`config.mk`:
```
export PLATFORM = sky130hd
export DESIGN_NAME = emu_step_ctrl
export DESIGN_NICKNAME = d
export VERILOG_FILES = /design/src/rtl/emu_step_ctrl.sv
export SDC_FILE = /design/constraint.sdc
export NUM_CORES = 1
export LEC_CHECK = 0
export CORE_MARGIN = 2
export CORE_UTILIZATION = 31
export DETAILED_ROUTE_END_ITERATION = 16
export DONT_BUFFER_PORTS = 1
export PLACE_DENSITY_LB_ADDON = 0.2
export SLEW_MARGIN = 15
export SYNTH_ARGS = -nofsm -noshare
export SYNTH_HDL_FRONTEND = slang
export SYNTH_SLANG_ARGS = --single-unit
```
`constraint.sdc`:
```
create_clock -name i_emu_clk -period 2.6 [get_ports i_emu_clk]
set_input_delay 0 -clock i_emu_clk [delete_from_list [all_inputs] [get_ports i_emu_clk]]
set_output_delay 0 -clock i_emu_clk [all_outputs]
set_load 0.1 [all_outputs]
```
`src/rtl/emu_step_ctrl.sv`:
```
// Turns host go/reset levels into a model clock-enable: each accepted go edge issues STEPS_PER_GO enable cycles.
// Tracks emulated time and step count; the first emu_ce cycle follows go sampling by SYNC_STAGES+1 edges.
module emu_step_ctrl #(
    parameter int unsigned SYNC_STAGES  = 2,
    parameter int unsigned STEPS_PER_GO = 1,
    parameter int unsigned TIME_WIDTH   = 40,
    parameter int unsigned DT_CODE      = 1,
    parameter int unsigned COUNT_WIDTH  = 32
) (
    input  logic                   i_emu_clk,
    input  logic                   i_emu_rst,
    input  logic                   i_go_vio,
    input  logic                   i_rst_vio,
    output logic                   o_emu_ce,
    output logic                   o_model_rst,
    output logic [TIME_WIDTH-1:0]  o_emu_time,
    output logic [COUNT_WIDTH-1:0] o_step_count,
    output logic                   o_busy,
    output logic                   o_done,
    output logic                   o_go_ignored
);

    localparam int unsigned REM_W = $clog2(STEPS_PER_GO + 1);

    typedef enum logic [1:0] {
        ST_IDLE,
        ST_RUN,
        ST_DONE
    } state_t;

    logic [SYNC_STAGES-1:0] r_go_sync;
    logic [SYNC_STAGES-1:0] r_rst_sync;
    logic                   r_go_prev;
    logic                   r_go_edge;
    logic                   w_go_s;
    logic                   w_rst_s;

    state_t                 r_state;
    logic [REM_W-1:0]       r_remaining;
    logic                   r_ce;
    logic                   r_busy;
    logic                   r_done;
    logic                   r_go_ignored;
    logic                   r_model_rst;
    logic [TIME_WIDTH-1:0]  r_emu_time;
    logic [COUNT_WIDTH-1:0] r_step_count;

    assign w_go_s  = r_go_sync[SYNC_STAGES-1];
    assign w_rst_s = r_rst_sync[SYNC_STAGES-1];

    // The edge pulse is registered so the FSM acts one edge after go_prev updates.
    always_ff @(posedge i_emu_clk) begin
        if (i_emu_rst) begin
            r_go_sync  <= '0;
            r_rst_sync <= '0;
            r_go_prev  <= 1'b0;
            r_go_edge  <= 1'b0;
        end else begin
            r_go_sync[0]  <= i_go_vio;
            r_rst_sync[0] <= i_rst_vio;
            for (int i = 1; i < SYNC_STAGES; i++) begin
                r_go_sync[i]  <= r_go_sync[i-1];
                r_rst_sync[i] <= r_rst_sync[i-1];
            end
            r_go_prev <= w_go_s;
            r_go_edge <= w_go_s & ~r_go_prev;
        end
    end

    always_ff @(posedge i_emu_clk) begin
        if (i_emu_rst) begin
            r_state      <= ST_IDLE;
            r_remaining  <= '0;
            r_ce         <= 1'b0;
            r_busy       <= 1'b0;
            r_done       <= 1'b0;
            r_go_ignored <= 1'b0;
            r_model_rst  <= 1'b1;
            r_emu_time   <= '0;
            r_step_count <= '0;
        end else begin
            r_model_rst <= w_rst_s;
            if (w_rst_s) begin
                // Model reset aborts any burst silently; a go edge now is dropped.
                r_state    <= ST_IDLE;
                r_ce       <= 1'b0;
                r_busy     <= 1'b0;
                r_done     <= 1'b0;
                r_emu_time   <= '0;
                r_step_count <= '0;
                if (r_go_edge) begin
                    r_go_ignored <= 1'b1;
                end
            end else begin
                case (r_state)
                    ST_RUN: begin
                        r_emu_time   <= r_emu_time + TIME_WIDTH'(DT_CODE);
                        r_step_count <= r_step_count + COUNT_WIDTH'(1);
                        if (r_go_edge) begin
                            r_go_ignored <= 1'b1;
                        end
                        if (r_remaining == REM_W'(1)) begin
                            r_state <= ST_DONE;
                            r_ce    <= 1'b0;
                            r_busy  <= 1'b0;
                            r_done  <= 1'b1;
                        end else begin
                            r_remaining <= r_remaining - REM_W'(1);
                        end
                    end
                    default: begin
                        r_done <= 1'b0;
                        if (r_go_edge) begin
                            r_state     <= ST_RUN;
                            r_remaining <= REM_W'(STEPS_PER_GO);
                            r_ce        <= 1'b1;
                            r_busy      <= 1'b1;
                        end else begin
                            r_state <= ST_IDLE;
                            r_ce    <= 1'b0;
                            r_busy  <= 1'b0;
                        end
                    end
                endcase
            end
        end
    end

    assign o_emu_ce     = r_ce;
    assign o_model_rst  = r_model_rst;
    assign o_emu_time   = r_emu_time;
    assign o_step_count = r_step_count;
    assign o_busy       = r_busy;
    assign o_done       = r_done;
    assign o_go_ignored = r_go_ignored;

endmodule

```
==> metrics.csv, run 1 <==
metric,value,unit
post-route-util,40.5,%
power.density,531,nW/um2
clock_sinks,84,
dr_total_vias,3800,
htreeDepth,3,
grt_pass1_wl,17.5,mm
crit_chain,ha_1 -> nand4b_1 -> or4_1 -> or4_1 -> a21oi_1,
viasPerCell,5.43,
hp-class,primary input to flop,
syn_nets,466,
ir_drop,0.000397,V
num_rows,40,
finalSetupViolations,0,
start_util,32.0,%
final.min_clock_period,2.31,ns
timing.rr.start,o_step_count[0]$_SDFFE_PP0P_,
n_antenna_cell,0,
root_buffer,clkbuf_16,
syn_area,3890,um2
slowest_stage,or4_1,
ys_types,40,
grt_pass1_vias,3449,
synth_seq_area_share,43.2,%
min_from,i_emu_rst,
postSynthAreaPerCell,8.47,um2
r2r_cells,5,
drc_errors,0,
gp_congestion,0.800,
core,12200,um2
drt_iter0_drc,252,
fmax,434,MHz
grt-ovfl-total,0,
finalCritPeriodShare,88.7,%
worst_slew_pin_slew,0.996,ns
layout_commonest_cell,buf_4,
synthCells,460,
nNetsFinal,533,
clock_latency,0.34,ns
layout_common_cells,"82 x buf_4, 73 x dfxtp_1, 45 x a21oi_1",
reg2reg_to,o_step_count[24]$_SDFFE_PP0P_,
die_h,116,um
dieArea,13500,um2
drv_cap,0,
rsz0062_at_grt,false,
drtPass1Iterations,4,
critical_path_class,flop to flop,
hold_depth,3,
hold_viol_final,0,
area_growth,26.4,%
cts_tree,done,
regToRegSetupSlack,0.29,ns
timing.slew.headroom,33.5,%
maxSlewViolCount,0,
worstPathMaxFanout,18,
cp_data_arrival_time,2.57,ns
ys_ff_latch,84,
io_pins,81,
clk_pin_slew,0.06,ns
routedWlPerCell,15.6,um
final.setup_skew,0.00808,ns
cts.path.max_buffers,2,
finalWirelength,10.9,mm
path_common_cell,or4_1,
fill_cells,1238,
antenna_found_initial,0,
hold_end,o_step_count[29]$_SDFFE_PP0P_,
port-buffer-count,0,
critPathLaunchType,flop,
place_hpwl,7.92,mm
ant_nets,0,
die_w,116,um
p_leak,1.70,nW
drive_gt1_share,20.5,%
crit_required,2.87,ns
ys_warn_count,0,
tns,0,ns
cts_buffers,9,
cp_slowest_stage_delay,0.82,ns
outcome,"complete, no violations",
track_usage,16.6,%
grt_max_degree,25,
crit_path_end_kind,flop,
[per-stage QoR]
step / std cells / hold WS [ns] / setup WS, ns / power, mW / cell area (um2)
detailed placement: 681 / 0.0752 / 0.324 / 1.40 / 4610
floorplan: 460 / 0.128 / 0.0260 / 1.39 / 3910
global route: 700 / 0.0326 / 0.115 / 2.71 / 4920
global placement: 681 / 0.0719 / 0.362 / 1.40 / 4610
CTS: 700 / 0.0102 / 0.304 / 2.66 / 4920
finish: 700 / 0.0183 / 0.294 / 2.61 / 4920
[cell type report]
type                       instances  area (um2)  area share (%)
clock inverter                     1        5.00           0.102
clock buffer                      15         278            5.64
multi-input combinational        338        2050            41.7
timing repair buffer              85         646            13.1
tap                              168         210            4.27
inverter                           9        33.8           0.686
sequential                        84        1700            34.4
[worst max-delay path, delay by kind of cell, from the launching register on]
kind	cells	cell delay [ns]
flip-flops	1	0.33
AO/OA/AOI/OAI	1	0.16
adder cells (fa/ha/maj)	1	0.18
AND/OR/NAND/NOR	3	1.57
[logic make-up after synthesis]
kind of cell             count (synthesis)  share of synthesized area (%)
AND/OR/NAND/NOR                        215                           31.9
adder cells (fa/ha/maj)                  2                          0.642
flip-flops                              84                           43.2
buffers and inverters                   38                           4.08
multiplexers                             3                          0.771
AO/OA/AOI/OAI                           97                           14.7
XOR/XNOR                                21                           4.72
[how the worst max path moves through the flow]
| stage | start | slack, ns | endpoint | depth (start not counted) |
|---|---|---|---|---|
| finish | o_step_count[0]$_SDFFE_PP0P_ | 0.29 | o_step_count[24]$_SDFFE_PP0P_ | 5 |
| global route | o_step_count[0]$_SDFFE_PP0P_ | 0.12 | o_step_count[28]$_SDFFE_PP0P_ | 5 |
| CTS | o_step_count[0]$_SDFFE_PP0P_ | 0.30 | o_step_count[24]$_SDFFE_PP0P_ | 5 |
| detailed placement | o_step_count[0]$_SDFFE_PP0P_ | 0.32 | o_step_count[28]$_SDFFE_PP0P_ | 5 |
| global placement | o_step_count[0]$_SDFFE_PP0P_ | 0.36 | o_step_count[24]$_SDFFE_PP0P_ | 5 |
| floorplan | o_emu_time[28]$_SDFFE_PP0P_ | 0.03 | o_emu_time[38]$_SDFFE_PP0P_ | 4 |
[where the power goes]
group | switching [mW] | total (mW) | internal, mW
Combinational | 0.0543 | 0.0728 | 0.0185
Sequential | 0.0125 | 1.31 | 1.29
Clock | 0.506 | 1.23 | 0.726
[cells in the mapped netlist (all sizes together)]
cell    count  area (um2)
buf        10        53.8
nor3        6        30.0
nand2      33         124
and2        2        12.5
a21oi      45         225
xor2        8        70.1
a41o        1        10.0
nor2       29         109
dfxtp      84        1680
nor4       11        68.8
nand4      30         203
and3b       1        8.76
o21ai      20         100
clkbuf     19        71.3
nand2b      1        6.26
or3        23         144
nor2b       7        43.8
nand4b      2        17.5
o21a        2        15.0
ha          2        25.0
and4        8        70.1
and4b       2        20.0
o41ai       1        8.76
a31oi       1        6.26
mux2i       3        30.0
inv         9        33.8
o31a        2        17.5
or4        27         203
nand3      24         120
nor4b       1        8.76
and3        7        43.8
xnor2      13         114
o31ai      23         173
nand3b      1        11.3
o211ai      1        7.51
o311ai      1        8.76
[state kept, by name (all words and copies together), names as in the netlist, 2 cells and up]
name          cells
o_step_count     32
r_state           2
r_go_sync         2
o_emu_time       40
r_rst_sync        2
[what timing repair did]
item                                   in CTS  in global routing
setup buffers                               0                  0
gates resized for setup                     0                  0
endpoints found under the hold margin      13                  0
hold buffers                                3                  0
[routing by layer]
metal | vias to the layer above | track usage, % | wire length, um
met3 | 10 | 5.86 | 747
met5 | - | 0 | 0
met4 | 0 | 5.00 | 110
met1 | 1822 | 21.3 | 5070
li1 | 1878 | - | -
met2 | 90 | 26.6 | 5000
Power figures use the tool's default switching activity.
==> run 2: changes to the inputs <==
Settings changed: SLEW_MARGIN 15 to 0.
Clock period 2.6 ns to 1.94 ns, I/O delays scaled along.
==> run 2 against run 1 <==
Net effect: setup slack worse by 0.24 ns; wire length grew 3.1%; clock skew is 0.0017 ns lower; final cell count increased by 2.0%; fmax increased by 23%; final area grew 8.1%; worst hold slack worse by 0.013 ns; sequential share of layout area up 1.5 points; non-clock buffer count grew 14; die area is the same; count of clock-buffer cells in the layout down 5; combinational power is 54% higher; critical endpoint is now o_step_count[22]$_SDFFE_PP0P_; largest cell class unchanged.
==> metrics.csv, run 2 (same netlist as run 1, synthesis figures left out) <==
metric,value,unit
outcome,"complete, no violations",
track_usage,17.4,%
timing.rr.start,o_step_count[1]$_SDFFE_PP0P_,
finalWirelength,11.3,mm
antenna_found_initial,0,
cts.path.max_buffers,2,
start_util,32.0,%
worstPathMaxFanout,9,
p_leak,1.85,nW
multi_input_area,2110,um2
drt_iter0_drc,348,
dr_total_vias,3845,
tns,0,ns
timing.slew.headroom,62.4,%
regArea,1920,um2
r2r_cells,6,
die_h,116,um
rsz0062_at_grt,true,
final.min_clock_period,1.88,ns
nNetsFinal,547,
placedInstanceArea,4970,um2
layout_common_cells,"93 x buf_4, 59 x dfxtp_4, 43 x a21oi_1",
finalCritPeriodShare,97.0,%
cts_tree,done,
clock_sinks,84,
drive_gt1_share,35.7,%
ir_drop,0.000561,V
grt_pass1_vias,3581,
drv_cap,0,
crit_path_end_kind,flop,
clk_pin_slew,0.06,ns
post-route-cell-area,5320,um2
postCtsSetupRepairBufs,0,
critPathLaunchType,flop,
cp-startpoint,o_step_count[1]$_SDFFE_PP0P_,
ant_nets,0,
worst_slew_pin_slew,0.564,ns
place_hpwl,8.19,mm
core,12200,um2
grt-ovfl-total,0,
viasPerCell,5.39,
critical_path_class,flop to flop,
finalSetupViolations,0,
fmax,532,MHz
final.setup_skew,0.00642,ns
drtPass1Iterations,4,
largest_reg_flops,40,
num_rows,40,
cts_buffers,9,
whs,0.00538,ns
area_growth,36.7,%
layout_commonest_cell,buf_4,
maxSlewViolCount,0,
reg2reg_to,o_step_count[22]$_SDFFE_PP0P_,
drc_errors,0,
root_buffer,clkbuf_16,
die_w,116,um
hold_viol_final,0,
routedWlPerCell,15.8,um
power.density,641,nW/um2
hp-class,primary input to flop,
dieArea,13500,um2
gp_congestion,0.810,
fill_cells,1193,
grt_pass1_wl,18.2,mm
io_pins,81,
port-buffer-count,0,
cp_data_arrival_time,2.16,ns
crit_required,2.22,ns
grt_max_degree,33,
clock_latency,0.35,ns
n_antenna_cell,0,
total_power,3.41,mW
regToRegSetupSlack,0.06,ns
critical_path.endpoint,o_step_count[22]$_SDFFE_PP0P_,
htreeDepth,3,
min_from,i_emu_rst,
-- run 2: cell types whose count changed in the layout (fill, tap and decap cells not counted), moves of 3 or more --
| cell | before | now |
|---|---|---|
| buf_4 | 82 | 93 |
| clkbuf_1 | 3 | 0 |
| clkinvlp_4 | 0 | 3 |
| dfxtp_1 | 73 | 15 |
| dfxtp_4 | 0 | 59 |
| or4_1 | 27 | 22 |
| or4_4 | 0 | 5 |
-- run 2: final cells by class --
cell class | count | share of cell area, %
Inverter | 9 | 0.635
Multi-Input combinational cell | 338 | 39.7
Clock buffer | 10 | 4.49
Sequential cell | 84 | 36.0
Clock inverter | 6 | 0.917
Tap cell | 168 | 3.95
Timing Repair Buffer | 99 | 14.4
-- run 2: metrics by stage --
stage	utilization [%]	instances	worst slack [ns]
global route	43.8	714	-0.0121
detailed placement	40.9	694	0.0282
global placement	40.9	694	0.0832
floorplan	-	460	-0.107
CTS	43.5	713	0.0232
finish	43.8	714	0.0590
-- run 2: power breakdown --
| part | internal, mW | total [mW] | switching [mW] |
|---|---|---|---|
| combinational | 0.0294 | 0.112 | 0.0825 |
| clock | 0.910 | 1.64 | 0.729 |
| sequential | 1.65 | 1.66 | 0.00841 |
-- run 2: metal layers --
metal	global-route usage (%)	vias to the layer above	share of wire, %
met1	23.0	1837	46
met4	7.54	0	1.7
met2	27.1	97	46
li1	-	1895	-
met5	0	-	0
met3	4.15	16	5.6
-- run 2: worst min-delay path by stage --
stage | endpoint | cells after the start
CTS | o_step_count[29]$_SDFFE_PP0P_ | 3
floorplan | r_go_sync[0]$_SDFF_PP0_ | 1
global placement | r_go_sync[1]$_SDFF_PP0_ | 1
global route | o_step_count[29]$_SDFFE_PP0P_ | 3
finish | o_step_count[29]$_SDFFE_PP0P_ | 3
detailed placement | o_go_ignored$_SDFFE_PP0P_ | 1
-- run 2: what timing repair did --
item                                    CTS  global route
resized for setup                         0             9
hold buffers                              3             0
endpoints found under the setup margin    0            10
hold endpoints to repair                 13             0
-- run 2: critical path: stages (launching register included) --
cell      delay, ns
dfxtp_4        0.38
ha_4           0.14
nand4b_1       0.13
or4_4          0.46
buf_6          0.16
or4_4          0.42
a21oi_2        0.13
